===== src/rtl/instr_encoder_if.sv =====
// instr_encoder_if: request/response handshake bundle for instr_encoder.
//   Request side : in_valid/in_ready plus opcode, register, funct and immediate fields.
//   Response side: out_valid/out_ready plus encoded instruction word and error flag.
// Modports: master = injector view (drives requests, consumes words);
//           slave  = encoder view.
interface instr_encoder_if;
  logic        in_valid;
  logic        in_ready;
  logic [6:0]  in_opcode;
  logic [4:0]  in_rd;
  logic [4:0]  in_rs1;
  logic [4:0]  in_rs2;
  logic [2:0]  in_funct3;
  logic [6:0]  in_funct7;
  logic [31:0] in_imm;
  logic        out_valid;
  logic        out_ready;
  logic [31:0] out_instr;
  logic        out_err;

  modport master (
    output in_valid, in_opcode, in_rd, in_rs1, in_rs2, in_funct3, in_funct7, in_imm,
    output out_ready,
    input  in_ready, out_valid, out_instr, out_err
  );

  modport slave (
    input  in_valid, in_opcode, in_rd, in_rs1, in_rs2, in_funct3, in_funct7, in_imm,
    input  out_ready,
    output in_ready, out_valid, out_instr, out_err
  );
endinterface


===== src/rtl/instr_encoder.sv =====
// instr_encoder: packs opcode/funct/register fields and a signed immediate into an
// RV32I instruction word (U/J/I/shift/B/S/R formats). Two-stage valid/ready pipeline,
// full throughput, in order; counts output handshakes.
// Ports:
//   Clock     - rising-edge clock
//   Reset_n   - asynchronous active-low reset
//   bus       - instr_encoder_if.slave (request fields in, encoded word out)
//   enc_count - number of output handshakes, wraps to 0
// Parameters: COUNT_W (enc_count width), NOP_INSTR (word for unsupported opcode).
// Optional feature macro: IMM_RANGE_CHECK_EN -- flags immediates not representable
// in the selected format via out_err. Without it, out_err only marks unsupported opcodes.
module instr_encoder #(
  parameter int unsigned COUNT_W   = 16,
  parameter logic [31:0] NOP_INSTR = 32'h0000_0013
) (
  input  logic               Clock,
  input  logic               Reset_n,
  instr_encoder_if.slave     bus,
  output logic [COUNT_W-1:0] enc_count
);

  typedef enum logic [2:0] {
    FMT_U, FMT_J, FMT_I, FMT_SH, FMT_B, FMT_S, FMT_R, FMT_BAD
  } fmt_e;

  // Stage 1 state
  logic        s1_valid_q, s1_valid_d;
  fmt_e        s1_fmt_q, s1_fmt_d;
  logic [6:0]  s1_op_q, s1_op_d;
  logic [4:0]  s1_rd_q, s1_rd_d;
  logic [4:0]  s1_rs1_q, s1_rs1_d;
  logic [4:0]  s1_rs2_q, s1_rs2_d;
  logic [2:0]  s1_f3_q, s1_f3_d;
  logic [6:0]  s1_f7_q, s1_f7_d;
  logic [31:0] s1_imm_q, s1_imm_d;
  // Stage 2 state (drives the output port directly)
  logic        s2_valid_q, s2_valid_d;
  logic [31:0] out_instr_q, out_instr_d;
  logic        out_err_q, out_err_d;
  logic [COUNT_W-1:0] cnt_q, cnt_d;

  logic        s2_adv;
  logic        in_ready;
  fmt_e        in_fmt;
  logic [31:0] enc_instr;
  logic        enc_err;

  // S1 empties into S2 exactly when S2 can take it, so in_ready depends
  // combinationally on out_ready and a full pipe still streams without bubbles.
  assign s2_adv        = !s2_valid_q || bus.out_ready;
  assign in_ready      = !s1_valid_q || s2_adv;
  assign bus.in_ready  = in_ready;
  assign bus.out_valid = s2_valid_q;
  assign bus.out_instr = out_instr_q;
  assign bus.out_err   = out_err_q;
  assign enc_count     = cnt_q;

  // Format select from opcode (and funct3 for the shift-immediate variant)
  always_comb begin
    in_fmt = FMT_BAD;
    case (bus.in_opcode)
      7'b0110111, 7'b0010111: in_fmt = FMT_U;
      7'b1101111:             in_fmt = FMT_J;
      7'b1100111, 7'b0000011: in_fmt = FMT_I;
      7'b0010011:             in_fmt = (bus.in_funct3 == 3'b001 || bus.in_funct3 == 3'b101)
                                       ? FMT_SH : FMT_I;
      7'b1100011:             in_fmt = FMT_B;
      7'b0100011:             in_fmt = FMT_S;
      7'b0110011:             in_fmt = FMT_R;
      default:                in_fmt = FMT_BAD;
    endcase
  end

  // Word packing from S1 registers
  always_comb begin
    enc_instr = NOP_INSTR;
    enc_err   = 1'b0;
    case (s1_fmt_q)
      FMT_U:  enc_instr = {s1_imm_q[31:12], s1_rd_q, s1_op_q};
      FMT_J:  enc_instr = {s1_imm_q[20], s1_imm_q[10:1], s1_imm_q[11], s1_imm_q[19:12],
                           s1_rd_q, s1_op_q};
      FMT_I:  enc_instr = {s1_imm_q[11:0], s1_rs1_q, s1_f3_q, s1_rd_q, s1_op_q};
      FMT_SH: enc_instr = {s1_f7_q, s1_imm_q[4:0], s1_rs1_q, s1_f3_q, s1_rd_q, s1_op_q};
      FMT_B:  enc_instr = {s1_imm_q[12], s1_imm_q[10:5], s1_rs2_q, s1_rs1_q, s1_f3_q,
                           s1_imm_q[4:1], s1_imm_q[11], s1_op_q};
      FMT_S:  enc_instr = {s1_imm_q[11:5], s1_rs2_q, s1_rs1_q, s1_f3_q, s1_imm_q[4:0],
                           s1_op_q};
      FMT_R:  enc_instr = {s1_f7_q, s1_rs2_q, s1_rs1_q, s1_f3_q, s1_rd_q, s1_op_q};
      default: begin
        enc_instr = NOP_INSTR;
        enc_err   = 1'b1;
      end
    endcase
`ifdef IMM_RANGE_CHECK_EN
    case (s1_fmt_q)
      FMT_U:  if (s1_imm_q[11:0] != '0) enc_err = 1'b1;
      FMT_J:  if (s1_imm_q[0] || s1_imm_q[31:20] != {12{s1_imm_q[20]}}) enc_err = 1'b1;
      FMT_I,
      FMT_S:  if (s1_imm_q[31:11] != '0 && s1_imm_q[31:11] != '1) enc_err = 1'b1;
      FMT_SH: if (s1_imm_q[31:5] != '0) enc_err = 1'b1;
      FMT_B:  if (s1_imm_q[0] || s1_imm_q[31:12] != {20{s1_imm_q[12]}}) enc_err = 1'b1;
      default: ;
    endcase
`endif
  end

  // Next-state for both stages and the counter
  always_comb begin
    s1_valid_d  = s1_valid_q;
    s1_fmt_d    = s1_fmt_q;
    s1_op_d     = s1_op_q;
    s1_rd_d     = s1_rd_q;
    s1_rs1_d    = s1_rs1_q;
    s1_rs2_d    = s1_rs2_q;
    s1_f3_d     = s1_f3_q;
    s1_f7_d     = s1_f7_q;
    s1_imm_d    = s1_imm_q;
    s2_valid_d  = s2_valid_q;
    out_instr_d = out_instr_q;
    out_err_d   = out_err_q;
    cnt_d       = cnt_q;

    if (s2_adv) begin
      s2_valid_d = s1_valid_q;
      if (s1_valid_q) begin
        out_instr_d = enc_instr;
        out_err_d   = enc_err;
      end
    end
    if (in_ready) begin
      s1_valid_d = bus.in_valid;
      if (bus.in_valid) begin
        s1_fmt_d = in_fmt;
        s1_op_d  = bus.in_opcode;
        s1_rd_d  = bus.in_rd;
        s1_rs1_d = bus.in_rs1;
        s1_rs2_d = bus.in_rs2;
        s1_f3_d  = bus.in_funct3;
        s1_f7_d  = bus.in_funct7;
        s1_imm_d = bus.in_imm;
      end
    end
    if (s2_valid_q && bus.out_ready) cnt_d = cnt_q + COUNT_W'(1);
  end

  always_ff @(posedge Clock or negedge Reset_n) begin
    if (!Reset_n) begin
      s1_valid_q  <= 1'b0;
      s1_fmt_q    <= FMT_BAD;
      s1_op_q     <= '0;
      s1_rd_q     <= '0;
      s1_rs1_q    <= '0;
      s1_rs2_q    <= '0;
      s1_f3_q     <= '0;
      s1_f7_q     <= '0;
      s1_imm_q    <= '0;
      s2_valid_q  <= 1'b0;
      out_instr_q <= '0;
      out_err_q   <= 1'b0;
      cnt_q       <= '0;
    end else begin
      s1_valid_q  <= s1_valid_d;
      s1_fmt_q    <= s1_fmt_d;
      s1_op_q     <= s1_op_d;
      s1_rd_q     <= s1_rd_d;
      s1_rs1_q    <= s1_rs1_d;
      s1_rs2_q    <= s1_rs2_d;
      s1_f3_q     <= s1_f3_d;
      s1_f7_q     <= s1_f7_d;
      s1_imm_q    <= s1_imm_d;
      s2_valid_q  <= s2_valid_d;
      out_instr_q <= out_instr_d;
      out_err_q   <= out_err_d;
      cnt_q       <= cnt_d;
    end
  end

endmodule

===== src/flat_wrapper.sv =====
// flat-port wrapper written by rule: the top's interface ports become plain ports
module instr_encoder_flat 
#(
  parameter int unsigned COUNT_W   = 16,
  parameter logic [31:0] NOP_INSTR = 32'h0000_0013
)
  (Clock, Reset_n, enc_count, bus_in_valid, bus_in_opcode, bus_in_rd, bus_in_rs1, bus_in_rs2, bus_in_funct3, bus_in_funct7, bus_in_imm, bus_out_ready, bus_in_ready, bus_out_valid, bus_out_instr, bus_out_err);
  instr_encoder_if bus_i ();
  input  logic Clock;
  input  logic Reset_n;
  output logic [COUNT_W-1:0] enc_count;
  input wire logic [$bits(bus_i.in_valid)-1:0] bus_in_valid;
  input wire logic [$bits(bus_i.in_opcode)-1:0] bus_in_opcode;
  input wire logic [$bits(bus_i.in_rd)-1:0] bus_in_rd;
  input wire logic [$bits(bus_i.in_rs1)-1:0] bus_in_rs1;
  input wire logic [$bits(bus_i.in_rs2)-1:0] bus_in_rs2;
  input wire logic [$bits(bus_i.in_funct3)-1:0] bus_in_funct3;
  input wire logic [$bits(bus_i.in_funct7)-1:0] bus_in_funct7;
  input wire logic [$bits(bus_i.in_imm)-1:0] bus_in_imm;
  input wire logic [$bits(bus_i.out_ready)-1:0] bus_out_ready;
  output wire logic [$bits(bus_i.in_ready)-1:0] bus_in_ready;
  output wire logic [$bits(bus_i.out_valid)-1:0] bus_out_valid;
  output wire logic [$bits(bus_i.out_instr)-1:0] bus_out_instr;
  output wire logic [$bits(bus_i.out_err)-1:0] bus_out_err;
  assign bus_i.in_valid = bus_in_valid;
  assign bus_i.in_opcode = bus_in_opcode;
  assign bus_i.in_rd = bus_in_rd;
  assign bus_i.in_rs1 = bus_in_rs1;
  assign bus_i.in_rs2 = bus_in_rs2;
  assign bus_i.in_funct3 = bus_in_funct3;
  assign bus_i.in_funct7 = bus_in_funct7;
  assign bus_i.in_imm = bus_in_imm;
  assign bus_i.out_ready = bus_out_ready;
  assign bus_in_ready = bus_i.in_ready;
  assign bus_out_valid = bus_i.out_valid;
  assign bus_out_instr = bus_i.out_instr;
  assign bus_out_err = bus_i.out_err;
  instr_encoder #(.COUNT_W(COUNT_W), .NOP_INSTR(NOP_INSTR)) u_core (.Clock(Clock), .Reset_n(Reset_n), .bus(bus_i), .enc_count(enc_count));
endmodule

===== config.mk =====
export PLATFORM = sky130hd
export DESIGN_NAME = instr_encoder_flat
export DESIGN_NICKNAME = d
export VERILOG_FILES = /design/src/rtl/instr_encoder_if.sv /design/src/rtl/instr_encoder.sv /design/src/flat_wrapper.sv
export SDC_FILE = /design/constraint.sdc
export NUM_CORES = 1
export LEC_CHECK = 0
export CAP_MARGIN = 20
export CORE_AREA = 2 2 119 121
export CTS_CLUSTER_SIZE = 14
export DETAILED_ROUTE_END_ITERATION = 6
export DIE_AREA = 0 0 121 123
export SLEW_MARGIN = 5
export SYNTH_ARGS = -nofsm -noshare
export SYNTH_HDL_FRONTEND = slang
export SYNTH_SLANG_ARGS = --single-unit

===== constraint.sdc =====
create_clock -name Clock -period 2.9 [get_ports Clock]
set_input_delay 0.58 -clock Clock [delete_from_list [all_inputs] [get_ports Clock]]
set_output_delay 0.58 -clock Clock [all_outputs]
set_load 0.005 [all_outputs]

==> results of run 1 <==
-- metal layers --
| layer | wire [um] | up-vias | share of wire [%] | GRT usage [%] |
|---|---|---|---|---|
| li1 | - | 1816 | - | - |
| met1 | 6050 | 1919 | 47 | 25.0 |
| met2 | 5920 | 108 | 46 | 27.6 |
| met3 | 727 | 15 | 5.6 | 5.49 |
| met4 | 192 | 0 | 1.5 | 7.92 |
| met5 | 0 | - | 0 | 0 |
-- cells by family after synthesis --
family | after synthesis
xor+xnor | 15
flops | 118
simple gates | 97
fa+ha+maj | 1
compound gates | 87
mux | 76
buf+inv | 34
-- sequential cells by signal, indices dropped and copies added, names as in the netlist --
register,count
u_core.bus.out_err,1
u_core.bus.out_instr,32
u_core.bus.out_valid,1
u_core.enc_count,16
u_core.s1_f3_q,3
u_core.s1_f7_q,7
u_core.s1_fmt_q,3
u_core.s1_imm_q,32
u_core.s1_op_q,7
u_core.s1_rd_q,5
u_core.s1_rs1_q,5
u_core.s1_rs2_q,5
u_core.s1_valid_q,1
-- worst max-delay path, delay by kind of cell --
family / cells / cell delay, ns
buffers and inverters: 2 / 1.05
AND/OR/NAND/NOR: 1 / 0.19
-- Yosys cell counts (all sizes together) (8+ instances only) --
| cell | instances | share of area [%] |
|---|---|---|
| dfrtp | 115 | 54 |
| mux2 | 67 | 15 |
| nand2 | 31 | 2.2 |
| nor2 | 22 | 1.6 |
| buf | 19 | 2.4 |
| o21ai | 13 | 1.3 |
| xnor2 | 13 | 2.1 |
| a21oi | 12 | 1.1 |
| a221oi | 10 | 1.7 |
| a22o | 10 | 1.7 |
| mux2i | 9 | 1.7 |
| nand3 | 9 | 0.85 |
| nor3 | 9 | 1.1 |
| inv | 8 | 0.57 |
| o22ai | 8 | 0.94 |
| o31ai | 8 | 1.1 |
-- power groups by stage --
stage          logic (mW)  registers (mW)  clock network [mW]
2_1_floorplan       0.430            2.04                   0
3_3_place_gp        0.810            2.08                   0
3_5_place_dp        0.825            2.09                   0
4_1_cts             0.831            2.07                2.04
5_1_grt             0.892            2.10                2.12
6_report            0.818            2.07                2.00
-- per-stage QoR --
step	utilization (%)	cell area, um^2
finish	53.2	7250
global route	53.2	7250
CTS	53.2	7250
detailed placement	49.0	6680
global placement	49.0	6680
floorplan	-	5300
-- final cells by class --
type | count | area share (%)
flip-flops and latches | 118 | 40.8
multi-input cells | 276 | 29.8
repair buffers | 129 | 17.9
clock buffers | 29 | 7.32
well taps | 180 | 3.11
clock inverters | 3 | 0.552
inverters | 9 | 0.466
-- worst max-delay path by stage --
stage                   from             endpoint  slack, ns  cells past startpoint
2_1_floorplan  bus_out_ready  u_core.s1_imm_q[15]       1.33                      5
3_3_place_gp   bus_out_ready         bus_in_ready       0.52                      3
3_5_place_dp   bus_out_ready         bus_in_ready       0.51                      3
4_1_cts        bus_out_ready         bus_in_ready       0.50                      3
5_1_grt        bus_out_ready         bus_in_ready       0.43                      3
6_report       bus_out_ready         bus_in_ready       0.50                      3
==> out/qor.txt, run 1 <==
========================================================================================================
Result of the run                                                                           complete, no violations
Final antenna-violating net count                                                                      0
Post-detail-place hpwl                                                                           9.01 mm
Setup crit end kind                                                                           output pin
Critical-path cell list                                                                     clkdlybuf4s50_1 -> nand3b_4 -> clkdlybuf4s50_1
Area enclosed by the die boundary                                                            0.0149 mm^2
Mux cell area share after synthesis                                                                17.1%
Die Width                                                                                         121 um
Largest incremental delay on the critical path                                                   0.53 ns
Gate count after technology mapping                                                                  428
Antenna Diode Count                                                                                    0
Clock network power share                                                                          40.9%
Count of endpoints failing setup in the final report                                                   0
Main combinational cell family by area after synthesis                                      multiplexers
TritonCTS buffer count                                                                                17
Fraction of power spent switching nets                                                             24.4%
Int Pwr                                                                                          3.69 mW
Clk Tree Root Cell                                                                             clkbuf_16
Maximum level of the CTS H-tree                                                                        4
Number of synthesized flops with an enable pin                                                         0
Most instantiated flip-flop cell in the synthesis netlist                                        dfrtp_1
Area occupied by multi-input gates                                                          0.00216 mm^2
Cell area after synthesis                                                                   0.00530 mm^2
Most used cells in the layout excluding fill and tap cells                                  clkdlybuf4s50_1, dfrtp_1, mux2_2
Tot GR Track Use                                                                                   18.5%
Detailed Route Iter0 Violations                                                                      253
Largest clock skew in the final design                                                        0.00820 ns
Total Neg Setup Slack                                                                               0 ns
Clock insertion delay at the later pin of the skew report                                        0.42 ns
Slew Viols, Final                                                                                      0
Path category of the worst min-delay check                                                  input port to asynchronous set/reset pin
RePlAce Congestion                                                                                 0.779
Arrival time reported for the critical path endpoint                                             1.82 ns
Vias per std cell                                                                                   5.19
Post-CTS Setup Repair Bufs                                                                             0
Leakage                                                                                          3.06 nW
Post-synthesis area per instance                                                               12.4 um^2
Number of ports placed on the die boundary                                                           119
Via count of the first global-routing pass                                                          3955
Part of the power in combinational logic                                                           16.8%
Most common library cell in the layout ignoring fill and taps                               clkdlybuf4s50_1
Maximum vdd ir drop                                                                               391 uV
Starting utilization of the core area                                                              38.9%
Place WS                                                                                        0.506 ns
Master of the slowest instance on the critical path                                         clkdlybuf4s50_1
Max-capacitance violation count                                                                        0
Layout Area Growth over Synthesis                                                                  36.8%
Reg power frac                                                                                     42.4%
Flop2flop setup slack                                                                            0.87 ns
Final Hold Violating Endpoints                                                                         0
Critical path launch point type                                                               input port
Number of sinks driven by the clock tree                                                             118
Placeable core region                                                                        0.0136 mm^2
Net Count, Synth                                                                                     497
Yosys Warn Count                                                                                       0
Most common cell type on the critical path                                                  clkdlybuf4s50_1
Total power density per cell area                                                            673 mW/mm^2
Filler cell count                                                                                   1195
Routed wire length per instance                                                                  17.3 um
Async SR Flop Fraction                                                                              100%
Input/output buffers                                                                                 118
P_sw                                                                                             1.19 mW
Highest Clock Rate                                                                             0.417 GHz
CTS max path bufs                                                                                      2
Count of unresolved DRC violations after routing                                                       0
Fraction of layout cells with a size suffix above 1                                                20.2%
Synthesized-area fraction occupied by and/or/nand/nor cells                                        9.30%
Tcrit/Tclk final                                                                                   82.8%
Adder-Cell Fraction of Synth Area                                                                 0.236%
CTS tree                                                                                             yes
Total design power                                                                               4.88 mW
Net total in the final layout                                                                        620
First drt pass iteration count                                                                         4
Largest net degree at the start of global routing                                                     59
Post-synthesis register bit count                                                                    118
Compound-cell area share of the yosys netlist                                                      11.6%
Hold buffer count at CTS                                                                               0
Parity-gate share of the synthesized area counting xor and xnor cells                              2.48%
Overall via count from detail_route                                                                 3858
Setup repair after global routing missed its margin                                                   no
Placed instance count                                                                                712
Post-synth cell types                                                                                 45
Cells on worst reg2reg path                                                                            4
Site row count                                                                                        43
Actual transition at the worst max-transition pin                                               0.729 ns
Final period demand of the worst path                                                            2.40 ns
Count of placed standard cells in the final layout, fillers left out                                 744
Largest fanout of any net on the critical path                                                         5
Register area                                                                               0.00296 mm^2
Slew headroom                                                                                      50.9%
Remaining global-route overflow                                                                        0
Final-layout worst hold slack                                                                   0.143 ns
Share of the yosys chip area belonging to registers                                                55.8%
Start-to-end type of the worst setup path                                                   input port to output pin
CTS-repair resized insts                                                                               0
Overall die height                                                                                123 um
Wire length of the first global-routing pass                                                     20.7 mm
Worst reg2reg startpoint                                                                    u_core.s1_fmt_q[2]
Data required time at the worst endpoint                                                         2.32 ns
Minimum setup slack in the final design                                                         0.499 ns
Initial antenna violation count                                                                        0
End of the worst register-to-register path                                                  u_core.bus.out_instr[16]
Post-CTS clock slew at the launch and capture registers of the worst setup and hold paths        0.05 ns
WL final                                                                                         12.9 mm
========================================================================================================
Power figures use the tool's default switching activity.
==> run 2, diff against run 1 <==
--- a/config.mk
+++ b/config.mk
@@ -10,6 +10,7 @@
 export CTS_CLUSTER_SIZE = 14
 export DETAILED_ROUTE_END_ITERATION = 6
 export DIE_AREA = 0 0 121 123
+export PLACE_DENSITY = 0.67
 export SLEW_MARGIN = 5
 export SYNTH_ARGS = -nofsm -noshare
 export SYNTH_HDL_FRONTEND = slang
==> constraint.sdc (replaced) <==
create_clock -name Clock -period 2.1 [get_ports Clock]
set_input_delay 0.42 -clock Clock [delete_from_list [all_inputs] [get_ports Clock]]
set_output_delay 0.42 -clock Clock [all_outputs]
set_load 0.005 [all_outputs]
==> out/qor.txt, run 2 (synthesis gave the netlist of run 1 again) <==
========================================================================================================
Hold path depth                                                                                        1
Total Neg Setup Slack                                                                               0 ns   unchanged
Site row count                                                                                        43   unchanged
Master of the slowest instance on the critical path                                         clkdlybuf4s50_1   unchanged
Most common cell type on the critical path                                                  clkdlybuf4s50_1   unchanged
Start-to-end type of the worst setup path                                                   input port to output pin   unchanged
Clk Tree Root Cell                                                                             clkbuf_16   unchanged
Filler cell count                                                                                   1150   was 1195
Post-detail-place hpwl                                                                           9.27 mm   was 9.01 mm
Post-CTS Setup Repair Bufs                                                                             0   unchanged
Largest fanout of any net on the critical path                                                         3   was 5
Placeable core region                                                                        0.0136 mm^2   unchanged
Overall via count from detail_route                                                                 3903   was 3858
Antenna Diode Count                                                                                    0   unchanged
Post-CTS clock slew at the launch and capture registers of the worst setup and hold paths        0.05 ns   about the same
Tcrit/Tclk final                                                                                   95.6%
Clock insertion delay at the later pin of the skew report                                        0.42 ns   about the same
Count of endpoints failing setup in the final report                                                   0   unchanged
Buf/Inv on CP                                                                                          2   unchanged
Initial antenna violation count                                                                        0   unchanged
Result of the run                                                                           complete, no violations   unchanged
Leakage                                                                                          3.13 nW   was 3.06 nW
Path category of the worst min-delay check                                                  flop to flop   was input port to asynchronous set/reset pin
Setup repair after global routing missed its margin                                                   no   unchanged
First drt pass iteration count                                                                         4   unchanged
Count of unresolved DRC violations after routing                                                       0   unchanged
Setup crit end kind                                                                           output pin   unchanged
Net total in the final layout                                                                        631   was 620
Maximum vdd ir drop                                                                               618 uV   was 391 uV
Most used cells in the layout excluding fill and tap cells                                  clkdlybuf4s50_1, dfrtp_1, mux2_2   unchanged
TritonCTS buffer count                                                                                17   unchanged
Max-capacitance violation count                                                                        0   unchanged
Highest Clock Rate                                                                             0.498 GHz
Cells on worst reg2reg path                                                                            5   was 4
Slew Viols, Final                                                                                      0   unchanged
Top cell family by delay on the critical path                                               buffers and inverters   unchanged
Layout Area Growth over Synthesis                                                                  39.6%   was 36.8%
CTS tree                                                                                             yes   unchanged
Number of ports placed on the die boundary                                                           119   unchanged
WL final                                                                                         12.9 mm   about the same
Maximum level of the CTS H-tree                                                                        4   unchanged
Detailed Route Iter0 Violations                                                                      289   was 253
Fraction of layout cells with a size suffix above 1                                                22.1%   was 20.2%
Fin util                                                                                           54.4%   was 53.2%
Critical path launch point type                                                               input port   unchanged
Routed wire length per instance                                                                  17.1 um   was 17.3 um
Hold buffer count at CTS                                                                               1   was 0
Arrival time reported for the critical path endpoint                                             1.59 ns   was 1.82 ns
Critical-path cell list                                                                     clkdlybuf4s50_1 -> nand3b_4 -> clkdlybuf4s50_1   unchanged
Total design power                                                                               6.99 mW   was 4.88 mW
Final Hold Violating Endpoints                                                                         0   unchanged
Largest net degree at the start of global routing                                                     52   was 59
Final antenna-violating net count                                                                      0   unchanged
CTS-repair resized insts                                                                               0   unchanged
Via count of the first global-routing pass                                                          3867   was 3955
Slew headroom                                                                                      57.7%   was 50.9%
Overall die height                                                                                123 um   unchanged
Actual transition at the worst max-transition pin                                               0.628 ns   was 0.729 ns
Largest incremental delay on the critical path                                                   0.50 ns   was 0.53 ns
Tot GR Track Use                                                                                   18.0%   was 18.5%
Number of sinks driven by the clock tree                                                             118   unchanged
CTS max path bufs                                                                                      2   unchanged
Wire length of the first global-routing pass                                                     20.4 mm   was 20.7 mm
Most common library cell in the layout ignoring fill and taps                               clkdlybuf4s50_1   unchanged
Remaining global-route overflow                                                                        0   unchanged
Starting utilization of the core area                                                              38.9%   unchanged
Data required time at the worst endpoint                                                         1.68 ns   was 2.32 ns
Cell depth of the worst setup path                                                                     3   unchanged
Vias per std cell                                                                                   5.17   was 5.19
Largest clock skew in the final design                                                         0.0108 ns   was 0.00820 ns
Input/output buffers                                                                                 118   unchanged
Total power density per cell area                                                            945 mW/mm^2   was 673 mW/mm^2
RePlAce Congestion                                                                                 0.805   was 0.779
Die Width                                                                                         121 um   unchanged
Final period demand of the worst path                                                            2.01 ns
Area enclosed by the die boundary                                                            0.0149 mm^2   unchanged
========================================================================================================
-- run 2: cell count changes in the layout (fill, tap and decap cells not counted), sizes merged --
cell and delta:
clkinvlp +2, bufinv +2, clkinv +1, buf +10, dlygate4sd3 +1, clkbuf -5
-- run 2: power breakdown --
part	switching, mW	total (mW)	internal, mW	leakage, nW
registers	0.272	2.86	2.59	1.43
clock network	0.987	2.97	1.98	0.296
logic	0.439	1.16	0.717	1.41
-- run 2: area by class of cell --
type                            count  area [um^2]  share of cell area, %
Sequential cell                   118         2960                   40.0
Multi-Input combinational cell    276         2160                   29.2
Timing Repair Buffer              140         1410                   19.0
Clock buffer                       24          492                   6.65
Tap cell                          180          225                   3.04
Clock inverter                      8          120                   1.62
Inverter                            9         33.8                  0.457
-- run 2: worst paths after layout --
check | startpoint | to | slack (ns)
max in group asynchronous | Reset_n | u_core.s1_f7_q[3] | 0.98
max reg2reg | u_core.s1_fmt_q[2] | u_core.bus.out_instr[18] | 0.30
min | u_core.enc_count[15] | u_core.enc_count[15] | 0.47
min reg2reg | u_core.enc_count[15] | u_core.enc_count[15] | 0.47
min in group asynchronous | Reset_n | u_core.enc_count[6] | 0.50
max | bus_out_ready | bus_in_ready | 0.09
-- run 2: stage by stage --
| step | cells | instance area, um^2 | hold slack, ns | setup WS, ns |
|---|---|---|---|---|
| 2_1_floorplan | 428 | 5300 | 0.124 | 0.641 |
| 3_3_place_gp | 722 | 6780 | 0.393 | 0.116 |
| 3_5_place_dp | 722 | 6780 | 0.394 | 0.102 |
| 4_1_cts | 755 | 7400 | 0.477 | 0.0912 |
| 5_1_grt | 755 | 7400 | 0.503 | 0.0565 |
| 6_report | 755 | 7400 | 0.473 | 0.0928 |
-- run 2: per-layer routing --
layer	part of all wire (%)	GRT usage (%)
met3	5.9	4.43
met2	47	28.5
met1	45	24.0
met5	0	0
met4	1.5	7.05
-- run 2: worst reg2reg max path: cells and delay by family, from the launching register on --
family,cells,cell delay (ns)
DFF,1,0.65
AOI/OAI and AO/OA,2,0.39
buffers and inverters,2,0.37
and+or+nand+nor,1,0.30
==> run 3, diff against run 2 <==
--- a/config.mk
+++ b/config.mk
@@ -5,7 +5,6 @@
 export SDC_FILE = /design/constraint.sdc
 export NUM_CORES = 1
 export LEC_CHECK = 0
-export CAP_MARGIN = 20
 export CORE_AREA = 2 2 119 121
 export CTS_CLUSTER_SIZE = 14
 export DETAILED_ROUTE_END_ITERATION = 6
@@ -15,3 +14,4 @@
 export SYNTH_ARGS = -nofsm -noshare
 export SYNTH_HDL_FRONTEND = slang
 export SYNTH_SLANG_ARGS = --single-unit
+export TNS_END_PERCENT = 20
==> results of run 3 <==
No change in the layout: final DEF, timing and power equal those of run 2.
